--- src/rtl/ps2_rx_if.sv ---
// ps2_rx_if: host-side FIFO read port and sticky status of the PS/2 receiver
interface ps2_rx_if;
   logic       rd;
   logic       err_clear;
   logic [7:0] data;
   logic       valid;
   logic       frame_err;
   logic       overflow;
   modport master (output rd, err_clear, input data, valid, frame_err, overflow);
   modport slave  (input rd, err_clear, output data, valid, frame_err, overflow);
endinterface

--- src/rtl/ps2_rx.sv ---
// ps2_rx: PS/2 device-to-host receiver with clock glitch filter, frame checks and a FWFT FIFO.
// Define PS2_RX_INHIBIT_EN to drive inhibit from the registered FIFO-full flag; otherwise inhibit is 0.
module ps2_rx #(
   parameter int DEPTH_LOG2 = 3,
   parameter int FILT       = 4,
   parameter int TIMEOUT    = 2048
) (
   input  logic    clk_core,
   input  logic    reset,
   input  logic    ps2_clk_in,
   input  logic    ps2_data_in,
   output logic    inhibit,
   ps2_rx_if.slave bus
);
   localparam int DEPTH = 1 << DEPTH_LOG2;
   localparam int TW = $clog2(TIMEOUT + 2);
   localparam logic [TW-1:0] TO_MAX = TW'(TIMEOUT);
   localparam logic [3:0] FILT_MAX = 4'(FILT - 1);
   typedef enum logic [1:0] {IDLE, DATA, PARITY, STOP} state_t;
   state_t              state, state_n;
   logic [1:0]          clk_sync, data_sync;
   logic [3:0]          filt_cnt;
   logic                clk_filt, clk_filt_q, fall, din;
   logic [2:0]          bit_cnt;
   logic [7:0]          shreg;
   logic                par;
   logic [TW-1:0]       to_cnt;
   logic                timeout, push, err_set;
   logic [7:0]          mem [DEPTH];
   logic [DEPTH_LOG2:0] wr_ptr, rd_ptr;
   logic                full, empty, pop, wr_en, ovf_set;
   logic                frame_err_q, overflow_q;

   assign din     = data_sync[1];
   assign fall    = clk_filt_q & ~clk_filt;
   assign timeout = (state != IDLE) && (to_cnt == TO_MAX);
   assign empty   = wr_ptr == rd_ptr;
   assign full    = (wr_ptr[DEPTH_LOG2] != rd_ptr[DEPTH_LOG2]) &&
                    (wr_ptr[DEPTH_LOG2-1:0] == rd_ptr[DEPTH_LOG2-1:0]);
   assign pop     = bus.rd && !empty;
   assign wr_en   = push && (!full || pop);
   assign ovf_set = push && full && !pop;
   assign bus.valid     = !empty;
   assign bus.data      = empty ? 8'h00 : mem[rd_ptr[DEPTH_LOG2-1:0]];
   assign bus.frame_err = frame_err_q;
   assign bus.overflow  = overflow_q;

   // synchronize pins; filtered clock flips only after FILT consecutive differing samples
   always_ff @(posedge clk_core or posedge reset)
      if (reset) begin
         clk_sync   <= 2'b11;
         data_sync  <= 2'b11;
         filt_cnt   <= '0;
         clk_filt   <= 1'b1;
         clk_filt_q <= 1'b1;
      end else begin
         clk_sync   <= {clk_sync[0], ps2_clk_in};
         data_sync  <= {data_sync[0], ps2_data_in};
         clk_filt_q <= clk_filt;
         if (clk_sync[1] == clk_filt)
            filt_cnt <= '0;
         else if (filt_cnt == FILT_MAX) begin
            clk_filt <= ~clk_filt;
            filt_cnt <= '0;
         end else
            filt_cnt <= filt_cnt + 4'd1;
      end

   // frame state register
   always_ff @(posedge clk_core or posedge reset)
      if (reset) state <= IDLE;
      else       state <= state_n;

   // frame sequencing: accept/reject on the stop-bit edge, abandon on timeout
   always_comb begin
      state_n = state;
      push    = 1'b0;
      err_set = 1'b0;
      if (timeout) begin
         state_n = IDLE;
         err_set = 1'b1;
      end else if (fall)
         case (state)
            IDLE:    begin
               state_n = din ? IDLE : DATA;
               err_set = din;
            end
            DATA:    state_n = (bit_cnt == 3'd7) ? PARITY : DATA;
            PARITY:  state_n = STOP;
            default: begin
               state_n = IDLE;
               push    = din && ^{shreg, par};
               err_set = !(din && ^{shreg, par});
            end
         endcase
   end

   // bit shifting (LSB first), parity capture and inter-edge timeout counter
   always_ff @(posedge clk_core or posedge reset)
      if (reset) begin
         bit_cnt <= '0;
         shreg   <= '0;
         par     <= 1'b0;
         to_cnt  <= '0;
      end else begin
         to_cnt <= (fall || state == IDLE) ? '0 : to_cnt + 1'b1;
         if (fall && !timeout)
            case (state)
               IDLE:    bit_cnt <= '0;
               DATA:    begin
                  shreg   <= {din, shreg[7:1]};
                  bit_cnt <= bit_cnt + 3'd1;
               end
               PARITY:  par <= din;
               default: ;
            endcase
      end

   // FIFO pointers with wrap bit
   always_ff @(posedge clk_core or posedge reset)
      if (reset) begin
         wr_ptr <= '0;
         rd_ptr <= '0;
      end else begin
         if (wr_en) wr_ptr <= wr_ptr + 1'b1;
         if (pop)   rd_ptr <= rd_ptr + 1'b1;
      end

   // FIFO storage; contents are masked by valid so no reset is needed
   always_ff @(posedge clk_core)
      if (wr_en) mem[wr_ptr[DEPTH_LOG2-1:0]] <= shreg;

   // sticky flags, set wins over clear
   always_ff @(posedge clk_core or posedge reset)
      if (reset) begin
         frame_err_q <= 1'b0;
         overflow_q  <= 1'b0;
      end else begin
         frame_err_q <= err_set ? 1'b1 : bus.err_clear ? 1'b0 : frame_err_q;
         overflow_q  <= ovf_set ? 1'b1 : bus.err_clear ? 1'b0 : overflow_q;
      end

`ifdef PS2_RX_INHIBIT_EN
   // request clock pull-down one cycle after the FIFO fills
   always_ff @(posedge clk_core or posedge reset)
      if (reset) inhibit <= 1'b0;
      else       inhibit <= full;
`else
   assign inhibit = 1'b0;
`endif
endmodule

--- src/flat_wrapper.sv ---
// flat-port wrapper written by rule: the top's interface ports become plain ports
module ps2_rx_flat 
#(
   parameter int DEPTH_LOG2 = 3,
   parameter int FILT       = 4,
   parameter int TIMEOUT    = 2048
)
  (clk_core, reset, ps2_clk_in, ps2_data_in, inhibit, bus_rd, bus_err_clear, bus_data, bus_valid, bus_frame_err, bus_overflow);
  ps2_rx_if bus_i ();
  input  logic clk_core;
  input  logic reset;
  input  logic ps2_clk_in;
  input  logic ps2_data_in;
  output logic inhibit;
  input wire logic [$bits(bus_i.rd)-1:0] bus_rd;
  input wire logic [$bits(bus_i.err_clear)-1:0] bus_err_clear;
  output wire logic [$bits(bus_i.data)-1:0] bus_data;
  output wire logic [$bits(bus_i.valid)-1:0] bus_valid;
  output wire logic [$bits(bus_i.frame_err)-1:0] bus_frame_err;
  output wire logic [$bits(bus_i.overflow)-1:0] bus_overflow;
  assign bus_i.rd = bus_rd;
  assign bus_i.err_clear = bus_err_clear;
  assign bus_data = bus_i.data;
  assign bus_valid = bus_i.valid;
  assign bus_frame_err = bus_i.frame_err;
  assign bus_overflow = bus_i.overflow;
  ps2_rx #(.DEPTH_LOG2(DEPTH_LOG2), .FILT(FILT), .TIMEOUT(TIMEOUT)) u_core (.clk_core(clk_core), .reset(reset), .ps2_clk_in(ps2_clk_in), .ps2_data_in(ps2_data_in), .inhibit(inhibit), .bus(bus_i));
endmodule
--- config.mk ---
export PLATFORM = sky130hd
export DESIGN_NAME = ps2_rx_flat
export DESIGN_NICKNAME = d
export VERILOG_FILES = /design/src/rtl/ps2_rx_if.sv /design/src/rtl/ps2_rx.sv /design/src/flat_wrapper.sv
export SDC_FILE = /design/constraint.sdc
export NUM_CORES = 1
export LEC_CHECK = 0
export CORE_AREA = 2 2 106 108
export DETAILED_ROUTE_END_ITERATION = 8
export DIE_AREA = 0 0 108 110
export GPL_TIMING_DRIVEN = 0
export MAX_ROUTING_LAYER = met4
export SLEW_MARGIN = 30
export SYNTH_ARGS = -nofsm -noshare
export SYNTH_HDL_FRONTEND = slang
export SYNTH_SLANG_ARGS = --single-unit
--- constraint.sdc ---
create_clock -name clk_core -period 4.2 [get_ports clk_core]
set_clock_uncertainty 0.2 [all_clocks]
set_input_delay 0.63 -clock clk_core [delete_from_list [all_inputs] [get_ports clk_core]]
set_output_delay 0.63 -clock clk_core [all_outputs]
set_load 0.02 [all_outputs]
**After elaboration in Yosys (flattened, before gate mapping)**

Memory sizes are Yosys's and may differ from the RTL's.
Cells that the tools add are included.

- Add/sub/neg operators: 5
- Equality and inequality tests: 9
- Multiplexer cells: 21
- Bitwise logic cells: 3
- Reduce and logical (&&, ||, !) cells: 28

Operators by type and width:

| kind | number |
|---|---|
| adder 12 x 1 -> 12 bit (second input constant) | 1 |
| adder 4 x 1 -> 4 bit (second input constant) | 3 |
| == test 12 bit (second input constant) | 1 |
| two-way mux 12 bit | 1 |
| two-way mux 1 bit | 11 |
| nonzero test 2 bit | 5 |
| parity 9 bit | 1 |
| logical AND 1 bit | 8 |
| two-way mux 4 bit | 2 |
| two-way mux 8 bit | 1 |
| AND reduction 2 bit | 4 |
| two-way mux 2 bit | 3 |
| one-hot mux 2 bit (3 select lines) | 1 |
| one-hot mux 3 bit (2 select lines) | 1 |
| logical NOT 1 bit | 5 |
| == test 4 x 2 -> 1 bit (second input constant) | 1 |
| == test 4 bit | 1 |
| adder 3 x 1 -> 3 bit (second input constant) | 1 |
| == test 3 bit | 1 |
| == test 3 bit (second input constant) | 1 |
| OR reduction 3 bit | 1 |
| == test 2 x 1 -> 1 bit (second input constant) | 1 |
| == test 2 bit (second input constant) | 1 |
| logical NOT 2 bit | 1 |
| 7 further kinds | 9 |

- Register bits after elaboration: 46
- Memory bits (writable): 64
- Bits of input ports: 6
- Word-level logic and storage cells: 81
- Memories kept: 1

Memory list:

| memory | words | bits a word | rd ports | clocked after Yosys merged registers in | write ports | RTL line | source |
|---|---|---|---|---|---|---|---|
| u_core.mem | 8 | 8 | 1 | 0 | 1 | ps2_rx.sv:29 | `logic [7:0] mem [DEPTH];` |

**Depth between registers and ports, before layout**

Gate-level depths: netlist (run 1).

- Word-level depth: 8
- Gate-level depth with buffers: 7

**Worst setup path before layout (run 1)**

Ideal clock, no wire load.

- Path kind: register to register
- From: register u_core.state[0]
- To: memory u_core.mem[2][0] (enable)
- Library setup time: 395 ps
- Arrival time: 2366 ps
- Setup slack: 1240 ps
- Stages on the path, launching flop included: 7
- Period minus slack after synthesis: 2960 ps
- Path through: dfrtp_1 bufbuf_16 nor2_1 nor4_4 nor4b_2 nand3_4 nor4_1

- Cells in the longest elaborated chain, start to end: 8

RTL lines:

| item | RTL line | source |
|---|---|---|
| start: declaration | ps2_rx.sv:20 | `state_t state, state_n;` |
| start signal: assignment | ps2_rx.sv:72 | `else state <= state_n;` |
| == test 2 x 1 -> 1 bit, or another cell as far along | ps2_rx.sv:83 | `case (state)` |
| OR reduction 3 bit (no line) | - |  |
| two-way mux 1 bit | ps2_rx.sv:83 |  |
| two-way mux 1 bit | ps2_rx.sv:82 | `end else if (fall)` |
| two-way mux 1 bit (*) | ps2_rx.sv:79 | `if (timeout) begin` |
| logical AND 1 bit (*) | ps2_rx.sv:41 | `assign wr_en = push && (!full \|\| pop);` |
| two-way mux 1 bit (*) | ps2_rx.sv:131 | `if (wr_en) mem[wr_ptr[DEPTH_LOG2-1:0]] <= shreg;` |
| two-way mux 1 bit (not written as such) (*) | ps2_rx.sv:131 |  |
| end: declaration | ps2_rx.sv:29 |  |

Mark *: on every way between the ends. The rest lies on a longest branch, timed or not.

**Worst setup path after layout (run 1)**

- From: register u_core.rd_ptr[0]
- To: output port bus_data[2]

- Cells in the longest elaborated chain, start to end: 2

RTL lines:

| item | RTL line | source |
|---|---|---|
| start: declaration | ps2_rx.sv:30 | `logic [DEPTH_LOG2:0] wr_ptr, rd_ptr;` |
| start signal: assignment | ps2_rx.sv:126 | `if (pop) rd_ptr <= rd_ptr + 1'b1;` |
| memory read (8 x 8 bit) or == test 4 bit (tied branches) | - |  |
| two-way mux 8 bit (*) | ps2_rx.sv:44 | `assign bus.data = empty ? 8'h00 : mem[rd_ptr[DEPTH_LOG2-1:0]];` |
| end: declaration | flat_wrapper.sv:17 | `output wire logic [$bits(bus_i.data)-1:0] bus_data;` |

Marked as above.

==> reports/qor.csv, run 1 <==
stage,metric,value,unit
outcome,status,"finished, final reports clean",
finish,layout cells sized above 1,22.9,%
sta,Slew headroom,42.0,%
detailed_routing,drt via density,5.06,
pwr,pwr/cell area,651,nW/um^2
floorplan,core area,10700,sq um
finish,n_diodes,0,
pwr,Net Switching,0.00118,W
critical_path,critical-path maximum fanout,10,
cts,Max Root-Sink Buffers,2,
critical_path,CP endpoint kind,output port,
detailed_routing,Wirelength per Cell,16.5,um
synthesis,largest area contributor in the netlist,edfxtp_1,
placement,I/O Buffers,16,
synthesis,synthesized cell area,4730,sq um
synthesis,synthesized net count,316,
synthesis,Post-synth EDFFs,64,
finish,"Area growth, synth to finish",12.8,%
global_routing,antenna violations before repair,0,
global_routing,largest net degree at the start of global routing,31,
synthesis,"Seq/Total Area, Yosys",65.2,%
critical_path,R2R Path Start,u_core.shreg[1]$_DFFE_PP0P_,
critical_path,R2R setup slack,1.09,ns
cts,"CTS clk-pin slew, worst paths",0.10,ns
finish,Filler cells,933,
cts,TritonCTS clock tree,built,
pwr,sequential power share,44.5,%
sta,Max Slew Vio Count,0,
floorplan,Die Footprint,11900,sq um
synthesis,Synth Flop Type,edfxtp_1,
critical_path,worst path required time,3.37,ns
detailed_routing,Remaining DRCs,0,
global_routing,gr usage total,15.4,%
floorplan,I/O Pins,18,
sta,final worst path period share,86.4,%
cts,setup repair bufs after CTS,0,
floorplan,Die Y-Extent,110,um
finish,number of nets in the layout,348,
critical_path,CP Launch Type,flop,
cts,H-tree levels,3,
detailed_routing,Pre-antenna DRT Iters,4,
floorplan,Starting Density,44.2,%
pwr,Sw Share,34.0,%
pwr,combinational power share,38.4,%
critical_path,R2R Path End,u_core.mem[3][2]$_DFFE_PP_,
critical_path,R2R depth,5,
synthesis,synthesized instance count,303,
synthesis,Seq cells post-synth,110,
pwr,P_leak,1.99,nW
critical_path,Worst Setup EP,bus_data[2],
sta,RSZ-0062 raised after global routing,false,
critical_path,CP Class,flop to output port,
cts,Sink Count,110,
sta,Tightest Pin Transition,0.866,ns
synthesis,async set-or-reset flop fraction in the synthesized netlist,41.8,%
floorplan,Rows,38,
cts,Hold Buf Count CTS,0,
detailed_routing,ANT nets after route,0,
global_routing,Congestion Overflow GR,0,
finish,Final Util,49.8,%
synthesis,largest cells by area after synthesis,"edfxtp_1 41%, dfrtp_1 21%, mux4_2 7.6%, dfstp_2 3.3%, xnor2_1 3.3%",
finish,final non-filler cell area,5330,sq um
pwr,cell internal pwr,0.00229,W
sta,setup TNS,0,ns
synthesis,Syn Area/Cell,15.6,sq um
sta,"Hold Vio Cnt, Final",0,
cts,clk_lat worst skew,0.35,ns
cts,CTS Root Cell,clkbuf_8,
placement,hpwl dp,5.35,mm
worst_hold_path,min-delay src,u_core.clk_sync[0]$_DFF_PP1_,
synthesis,Synth Warn #,0,
cts,CTS buffer count,9,
sta,crit path time final,3.63,ns
run,max cap viols,0,
floorplan,die width,108,um
detailed_routing,Post-Route WL,7.90,mm
cts,Post-CTS Resized,0,
sta,achievable clock frequency,276,MHz
critical_path,CP Data Arrival Time,2.80,ns
pwr,Worst VDD drop,340,uV
detailed_routing,vias,2429,
global_routing,first-pass GRT wire length,13.2,mm
synthesis,share of the synthesized area in the top cell type,40.7,%
worst_hold_path,hold crit path type,flop to flop,
placement,DP Area,5150,sq um
global_routing,vias in the first global route,2543,
placement,Final GP Congestion,0.716,
synthesis,post-synthesis cell type count,43,
pwr,Clk pwr share,17.0,%
sta,Setup Viol. Count Final,0,
critical_path,Setup crit start,u_core.rd_ptr[0]$_DFFE_PP0P_,
detailed_routing,initial DRC count,154,
## cells in the mapped netlist, types with 2 or more instances
cell	n
mux2_2	3
or4_4	2
nand4_1	5
ha_1	7
xor2_1	8
edfxtp_1	64
o21ai_0	7
nor3b_1	2
or3_1	2
nor3_1	5
buf_2	3
nor4_1	5
clkbuf_1	6
inv_1	11
nand2_1	11
nand3b_1	2
nor2_1	29
dfrtp_1	40
dfstp_2	6
nand2b_1	4
xnor2_1	18
nand3_1	8
or3_2	2
mux2i_1	8
a21oi_1	4
mux4_2	16
mux2_4	9
## worst max-delay path: stages (launching register included)
cell and delay, ns:
dfrtp_1 0.36, buf_2 0.33, buf_2 0.41, mux4_2 0.54, mux2i_1 0.19, nor2_1 0.06, clkdlybuf4s50_1 0.55
## cell type report
cell class              instances  area [sq um]  share of cell area (%)
flip-flops and latches        110          3080                    57.8
plain buffers                  12          88.8                    1.67
repair buffers                 21           205                    3.85
inverters                      11          41.3                   0.775
clock inverters                 5          41.3                   0.775
clock buffers                  11           141                    2.65
well taps                     140           175                    3.29
multi-input cells             170          1560                    29.2
## flip-flops by register name, summed over array words and instances, names as in the netlist
register,cells
u_core.mem,64
u_core.to_cnt,12
u_core.shreg,8
u_core.filt_cnt,4
u_core.rd_ptr,4
u_core.wr_ptr,4
u_core.bit_cnt,3
u_core.clk_sync,2
u_core.data_sync,2
u_core.state,2
u_core.bus.frame_err,1
u_core.bus.overflow,1
u_core.clk_filt,1
u_core.clk_filt_q,1
u_core.par,1
## power groups by stage
stage | registers (W) | logic (W) | clock network [W]
detailed placement | 0.00157 | 0.00136 | 0
CTS | 0.00155 | 0.00137 | 0.000610
global route | 0.00158 | 0.00147 | 0.000654
floorplan | 0.00151 | 0.00103 | 0
global placement | 0.00156 | 0.00134 | 0
finish | 0.00155 | 0.00133 | 0.000591
## cells in the final DEF (no fill, tap or decap), types with 5 or more instances in the layout
| master | count |
|---|---|
| edfxtp_1 | 64 |
| dfrtp_1 | 40 |
| nor2_1 | 29 |
| xnor2_1 | 18 |
| mux4_2 | 16 |
| clkdlybuf4s50_1 | 16 |
| nand2_1 | 11 |
| inv_1 | 10 |
| clkbuf_8 | 10 |
| mux2_4 | 9 |
| xor2_1 | 8 |
| nand3_1 | 8 |
| mux2i_1 | 8 |
| clkbuf_1 | 7 |
| o21ai_0 | 7 |
| ha_1 | 7 |
| dfstp_2 | 6 |
| buf_2 | 5 |
| nand4_1 | 5 |
## cell families (layout without fill, tap and decap cells)
group,after synthesis,in the layout,synth area share [%]
adders and majority gates,7,7,1.85
other,1,1,0.0794
AOI/OAI and AO/OA,14,14,1.62
DFF,110,110,65.2
xor gates and xnor gates,28,28,5.64
and+or+nand+nor,84,84,9.98
muxes,36,36,12.9
buffers and inverters,23,60,2.75
## worst min-delay path by stage
stage	cells after the start	slack, ns	to
floorplan	0	0.15	u_core.clk_sync[1]$_DFF_PP1_
global placement	0	0.15	u_core.clk_sync[1]$_DFF_PP1_
detailed placement	0	0.15	u_core.clk_sync[1]$_DFF_PP1_
CTS	0	0.16	u_core.clk_sync[1]$_DFF_PP1_
global route	0	0.16	u_core.clk_sync[1]$_DFF_PP1_
finish	0	0.16	u_core.clk_sync[1]$_DFF_PP1_
## per-stage QoR
stage	setup slack, ns	total power, W	hold WS (ns)	std cells
after floorplan	1.24	0.00253	0.145	303
after global placement	0.264	0.00289	0.146	459
after detailed placement	0.855	0.00293	0.148	464
after CTS	0.451	0.00353	0.163	480
after global routing	0.364	0.00370	0.164	480
final	0.571	0.00347	0.161	480
## layer usage
layer | share of wire, % | global-route usage, % | routed length, um
met5 | 0 | - | 0
met4 | 1.1 | 4.67 | 85
met3 | 2.1 | 2.29 | 162
met1 | 45 | 19.2 | 3560
met2 | 52 | 26.3 | 4090
Power figures use the tool's default switching activity.
==> inputs of run 2 (changes only) <==
- CORE_AREA: 2 2 106 108 -> 4 4 108 110
- DIE_AREA: 0 0 108 110 -> 0 0 112 114
- clock period: 4.2 -> 2.97 ns (I/O delays scaled with it)
==> reports/qor.csv, run 2 (same netlist as run 1, synthesis figures left out) <==
stage,metric,value,unit,change
cts,"CTS clk-pin slew, worst paths",0.09,ns,about the same
placement,pre-CTS WS,-0.232,ns,-1.09 ns
sta,final worst path period share,95.6,%,
floorplan,Die Y-Extent,114,um,+3.6%
sta,Setup Viol. Count Final,0,,unchanged
detailed_routing,drt via density,5.12,,+1.1%
detailed_routing,met2 WL,4.30,mm,+5.1%
detailed_routing,Wirelength per Cell,16.9,um,+3.0%
sta,Final WS setup,0.131,ns,-0.440 ns
sta,setup TNS,0,ns,unchanged
finish,"commonest non-fill, non-tap cells in the layout","64 x edfxtp_1, 34 x dfrtp_1, 29 x nor2_1",,
pwr,Net Switching,0.00173,W,+47%
cts,Max Root-Sink Buffers,2,,unchanged
detailed_routing,WL met1,3.67,mm,+3.0%
placement,hpwl dp,5.44,mm,+1.8%
floorplan,die width,112,um,+3.7%
sta,crit path time final,2.84,ns,
finish,number of nets in the layout,353,,+1.4%
detailed_routing,Post-Route WL,8.22,mm,+4.0%
cts,TritonCTS clock tree,built,,
global_routing,gr usage total,14.2,%,-1.2 points
detailed_routing,vias,2482,,+2.2%
detailed_routing,ANT nets after route,0,,unchanged
pwr,pwr/cell area,923,nW/um^2,+42%
pwr,cell internal pwr,0.00335,W,+46%
finish,max reg flops,64,,unchanged
finish,n_diodes,0,,unchanged
pwr,combinational power share,38.8,%,+0.4 points
run,max cap viols,0,,unchanged
finish,"Area growth, synth to finish",16.5,%,
critical_path,R2R Path End,u_core.mem[6][0]$_DFFE_PP_,,
finish,Filler cells,913,,-2.1%
outcome,status,"finished, final reports clean",,
detailed_routing,Remaining DRCs,0,,unchanged
cts,H-tree levels,3,,unchanged
global_routing,first-pass GRT wire length,13.6,mm,+3.1%
floorplan,core area,10700,sq um,unchanged
critical_path,CP Launch Type,flop,,
placement,DP Area,5150,sq um,about the same
cts,Hold Buf Count CTS,0,,unchanged
floorplan,Rows,38,,unchanged
pwr,sequential power share,43.6,%,-0.9 points
pwr,P_leak,2.07,nW,+4.0%
finish,Final Util,51.5,%,+1.6 points
critical_path,CP Class,flop to flop,,
floorplan,Starting Density,44.2,%,unchanged
critical_path,worst path required time,2.84,ns,-0.53 ns
global_routing,vias in the first global route,2557,,+0.55%
cts,CTS Root Cell,clkbuf_8,,
sta,"Hold Vio Cnt, Final",0,,unchanged
finish,final non-filler cell area,5510,sq um,+3.3%
worst_hold_path,hold crit path type,flop to flop,,
placement,Final GP Congestion,0.749,,+4.5%
pwr,Worst VDD drop,548,uV,+61%
pwr,Clk pwr share,17.6,%,+0.6 points
critical_path,R2R Path Start,u_core.shreg[1]$_DFFE_PP0P_,,
sta,Tightest Pin Transition,0.830,ns,-0.0356 ns
sta,Slew headroom,44.6,%,+2.7 points
critical_path,CP endpoint kind,flop,,
floorplan,I/O Pins,18,,unchanged
floorplan,Die Footprint,12800,sq um,+7.5%
finish,"commonest non-fill, non-tap cell in the layout",edfxtp_1,,
sta,achievable clock frequency,352,MHz,
cts,CTS buffer count,9,,unchanged
detailed_routing,initial DRC count,102,,-34%
detailed_routing,top sig layer,met4,,
critical_path,R2R depth,6,,+1
pwr,Sw Share,34.0,%,about the same
critical_path,critical-path maximum fanout,11,,+1
cts,Sink Count,110,,unchanged
critical_path,R2R setup slack,0.13,ns,-0.96 ns
global_routing,antenna violations before repair,0,,unchanged
global_routing,largest net degree at the start of global routing,28,,-9.7%
detailed_routing,met3 wire length,131,um,-19%
critical_path,Worst Setup EP,u_core.mem[6][0]$_DFFE_PP_,,
global_routing,Congestion Overflow GR,0,,unchanged
placement,I/O Buffers,16,,unchanged
critical_path,CP Data Arrival Time,2.71,ns,-0.09 ns
critical_path,Setup crit start,u_core.shreg[1]$_DFFE_PP0P_,,
detailed_routing,Pre-antenna DRT Iters,4,,unchanged
finish,layout cells sized above 1,27.2,%,+4.3 points
cts,clk_lat worst skew,0.35,ns,about the same
sta,Max Slew Vio Count,0,,unchanged
==> run 2: cell types whose count changed in the layout (fill, tap and decap cells not counted), moves of 3 or more <==
| cell | change |
|---|---|
| dfrtp_1 | -6 |
| nor3_4 | +3 |
| buf_4 | +6 |
| nor4_2 | -4 |
| dfrtp_2 | +6 |
| clkbuf_1 | -4 |
| nor3_2 | -3 |
| nor4_4 | +4 |
| dlygate4sd2_1 | +8 |
| clkdlybuf4s50_1 | -8 |
==> run 2: power groups by stage <==
| stage | registers (W) | logic (W) | clock network [W] |
|---|---|---|---|
| 6_report | 0.00221 | 0.00197 | 0.000894 |
| 4_1_cts | 0.00221 | 0.00187 | 0.000921 |
| 3_5_place_dp | 0.00222 | 0.00192 | 0 |
| 2_1_floorplan | 0.00213 | 0.00145 | 0 |
| 5_1_grt | 0.00226 | 0.00216 | 0.000996 |
| 3_3_place_gp | 0.00220 | 0.00189 | 0 |
==> run 2: per-layer routing <==
layer,global-route usage [%],up-vias
li1,-,1183
met1,17.9,1261
met2,23.9,28
met3,2.07,10
met4,4.81,0
met5,-,-
==> run 2: worst max-delay path: stages (launching register included) <==
cell,delay (ns)
dfrtp_2,0.51
xnor2_1,0.19
xnor3_1,0.50
xnor2_4,0.31
nand3_4,0.22
nor4_4,0.42
buf_4,0.21
==> run 2: stage by stage <==
stage / power, W / instances / hold slack, ns
final: 0.00508 / 485 / 0.161
after CTS: 0.00500 / 478 / 0.163
after global placement: 0.00409 / 459 / 0.146
after global routing: 0.00541 / 485 / 0.168
after floorplan: 0.00358 / 303 / 0.145
after detailed placement: 0.00414 / 464 / 0.148
==> run 2: layout make-up <==
type | count | area [sq um] | area share [%]
plain buffers | 9 | 106 | 1.93
clock buffers | 11 | 141 | 2.57
clock inverters | 5 | 58.8 | 1.07
inverters | 11 | 41.3 | 0.750
multi-input cells | 171 | 1640 | 29.8
flip-flops and latches | 110 | 3090 | 56.1
well taps | 140 | 175 | 3.18
repair buffers | 28 | 253 | 4.59
==> run 2: worst min path at each step <==
stage	startpoint	slack, ns	end	depth (start not counted)
after floorplan	u_core.clk_sync[0]$_DFF_PP1_	0.15	u_core.clk_sync[1]$_DFF_PP1_	0
after CTS	u_core.data_sync[0]$_DFF_PP1_	0.16	u_core.data_sync[1]$_DFF_PP1_	0
final	u_core.data_sync[0]$_DFF_PP1_	0.16	u_core.data_sync[1]$_DFF_PP1_	0
after detailed placement	u_core.data_sync[0]$_DFF_PP1_	0.15	u_core.data_sync[1]$_DFF_PP1_	0
after global routing	u_core.data_sync[0]$_DFF_PP1_	0.17	u_core.data_sync[1]$_DFF_PP1_	0
after global placement	u_core.clk_sync[0]$_DFF_PP1_	0.15	u_core.clk_sync[1]$_DFF_PP1_	0
==> run 2: what timing repair did <==
item / CTS / global route
cloned: 0 / 1
setup endpoints to repair: 55 / 56
endpoints found under the hold margin: 0 / 0
buffers inserted: 1 / 6
pin swaps: 1 / 4
gates resized for setup: 19 / 15
==> inputs of run 3 (changes only) <==
- clock period: 2.97 -> 3.31 ns (I/O delays scaled with it)
==> reports/qor.csv, run 3 (same netlist as run 1, synthesis figures left out) <==
stage,metric,value,unit,change
sta,crit path time final,3.15,ns,
floorplan,Die Y-Extent,114,um,unchanged
sta,RSZ-0062 raised after global routing,true,,
pwr,Clk pwr share,17.9,%,+0.3 points
finish,number of nets in the layout,347,,-1.7%
critical_path,R2R depth,6,,unchanged
sta,achievable clock frequency,318,MHz,
placement,I/O Buffers,16,,unchanged
worst_hold_path,hold crit path type,flop to flop,,
detailed_routing,initial DRC count,89,,-13%
cts,Sink Count,110,,unchanged
pwr,cell internal pwr,0.00299,W,-11%
placement,Final GP Congestion,0.749,,unchanged
sta,"Hold Vio Cnt, Final",0,,unchanged
finish,"commonest non-fill, non-tap cell in the layout",edfxtp_1,,
finish,layout cells sized above 1,23.9,%,-3.4 points
critical_path,CP Data Arrival Time,2.45,ns,-0.26 ns
finish,final non-filler cell area,5370,sq um,-2.4%
global_routing,gr usage total,14.0,%,-0.18 points
cts,CTS buffer count,9,,unchanged
pwr,Net Switching,0.00149,W,-14%
finish,n_diodes,0,,unchanged
floorplan,core area,10700,sq um,unchanged
sta,Setup Viol. Count Final,0,,unchanged
detailed_routing,vias,2442,,-1.6%
critical_path,worst path required time,2.61,ns,-0.23 ns
detailed_routing,ANT nets after route,0,,unchanged
floorplan,I/O Pins,18,,unchanged
floorplan,Starting Density,44.2,%,unchanged
critical_path,Setup crit start,u_core.rd_ptr[1]$_DFFE_PP0P_,,
worst_hold_path,min-delay src,u_core.data_sync[0]$_DFF_PP1_,,
critical_path,CP endpoint kind,output port,,
global_routing,vias in the first global route,2561,,+0.16%
run,max cap viols,0,,unchanged
critical_path,CP Launch Type,flop,,
detailed_routing,Post-Route WL,7.94,mm,-3.3%
pwr,sequential power share,43.9,%,+0.3 points
sta,worst hold slack,0.161,ns,+0.0000580 ns
cts,CTS Root Cell,clkbuf_8,,
placement,hpwl dp,5.44,mm,unchanged
floorplan,Die Footprint,12800,sq um,unchanged
sta,Slew headroom,42.9,%,-1.8 points
finish,"Area growth, synth to finish",13.7,%,
detailed_routing,Wirelength per Cell,16.6,um,-2.1%
critical_path,critical-path maximum fanout,10,,-1
cts,clk_lat worst skew,0.35,ns,about the same
cts,H-tree levels,3,,unchanged
cts,TritonCTS clock tree,built,,
floorplan,Rows,38,,unchanged
global_routing,first-pass GRT wire length,13.4,mm,-0.97%
detailed_routing,drt via density,5.10,,-0.38%
sta,Max Slew Vio Count,0,,unchanged
pwr,pwr/cell area,834,nW/um^2,-9.7%
critical_path,CP Class,flop to output port,,
detailed_routing,Pre-antenna DRT Iters,4,,unchanged
detailed_routing,Remaining DRCs,0,,unchanged
sta,Tightest Pin Transition,0.852,ns,+0.0217 ns
global_routing,Congestion Overflow GR,0,,unchanged
pwr,Worst VDD drop,419,uV,-24%
outcome,status,"finished, final reports clean",,
sta,final worst path period share,95.1,%,
global_routing,antenna violations before repair,0,,unchanged
global_routing,largest net degree at the start of global routing,28,,unchanged
placement,DP Area,5150,sq um,unchanged
finish,"commonest non-fill, non-tap cells in the layout","64 x edfxtp_1, 40 x dfrtp_1, 29 x nor2_1",,
pwr,P_leak,2.00,nW,-3.0%
worst_hold_path,Worst Hold Depth,0,,unchanged
cts,"CTS clk-pin slew, worst paths",0.09,ns,about the same
pwr,Sw Share,33.2,%,-0.85 points
finish,max reg flops,64,,unchanged
critical_path,R2R Path Start,u_core.shreg[1]$_DFFE_PP0P_,,
cts,Max Root-Sink Buffers,2,,unchanged
floorplan,die width,112,um,unchanged
pwr,combinational power share,38.2,%,-0.6 points
==> run 3: changes by cell type in the layout (fill, tap and decap cells not counted), moves of 6 or more <==
cell and change:
dfrtp_2 -6, buf_4 -7, clkdlybuf4s50_1 +8, dlygate4sd2_1 -8, dfrtp_1 +6
==> run 3: critical path, stage by stage (launching register included) <==
cell	delay, ns
dfrtp_1	0.35
buf_2	0.28
buf_2	0.33
mux4_2	0.34
mux2i_1	0.17
nor2_1	0.08
clkdlybuf4s50_1	0.54
==> run 3: power by group through the flow <==
stage / Combinational, W / Sequential, W / Clock [W]
after floorplan: 0.00130 / 0.00191 / 0
after global placement: 0.00170 / 0.00198 / 0
after detailed placement: 0.00172 / 0.00199 / 0
after CTS: 0.00175 / 0.00196 / 0.000826
after global routing: 0.00188 / 0.00200 / 0.000893
final: 0.00171 / 0.00197 / 0.000803
==> run 3: timing repair <==
action	in CTS	in global routing
setup buffers	0	0
hold buffers	0	0
setup endpoints to repair	9	15
pin swaps	0	0
gates resized for setup	4	6
==> run 3: final timing paths <==
path	endpoint	slack [ns]
setup / recovery	bus_data[2]	0.16
hold / removal	u_core.data_sync[1]$_DFF_PP1_	0.16
setup reg to reg	u_core.mem[6][1]$_DFFE_PP_	0.17
hold reg to reg	u_core.data_sync[1]$_DFF_PP1_	0.16
max in group asynchronous	u_core.clk_sync[0]$_DFF_PP1_	1.99
min in group asynchronous	u_core.wr_ptr[2]$_DFFE_PP0P_	0.33
==> run 3: layout make-up <==
cell class	count	area [sq um]
Tap cell	140	175
Fill cell	930	5330
Inverter	11	41.3
Clock inverter	5	58.8
Buffer	11	100
Sequential cell	110	3080
Clock buffer	11	141
Multi-Input combinational cell	170	1570
Timing Repair Buffer	21	210
==> run 3: metrics by stage <==
| step | setup TNS [ns] | setup WS [ns] | power [W] | instances | utilization, % |
|---|---|---|---|---|---|
| 2_1_floorplan | 0 | 0.350 | 0.00322 | 303 | - |
| 3_3_place_gp | -23.78 | -0.616 | 0.00367 | 459 | 47.3 |
| 3_5_place_dp | 0 | 0.108 | 0.00372 | 464 | 48.2 |
| 4_1_cts | 0 | 0.0427 | 0.00454 | 479 | 50.1 |
| 5_1_grt | -0.0965 | -0.0323 | 0.00478 | 479 | 50.2 |
| 6_report | 0 | 0.164 | 0.00448 | 479 | 50.2 |
==> run 3: metal layers <==
layer  share of wire (%)  vias up  global-route usage [%]
met2                  51       26                    23.6
met1                  46     1237                    17.6
met3                 1.6       10                    2.07
li1                    -     1169                       -
met5                   0        -                       -
met4                 1.5        0                    4.81
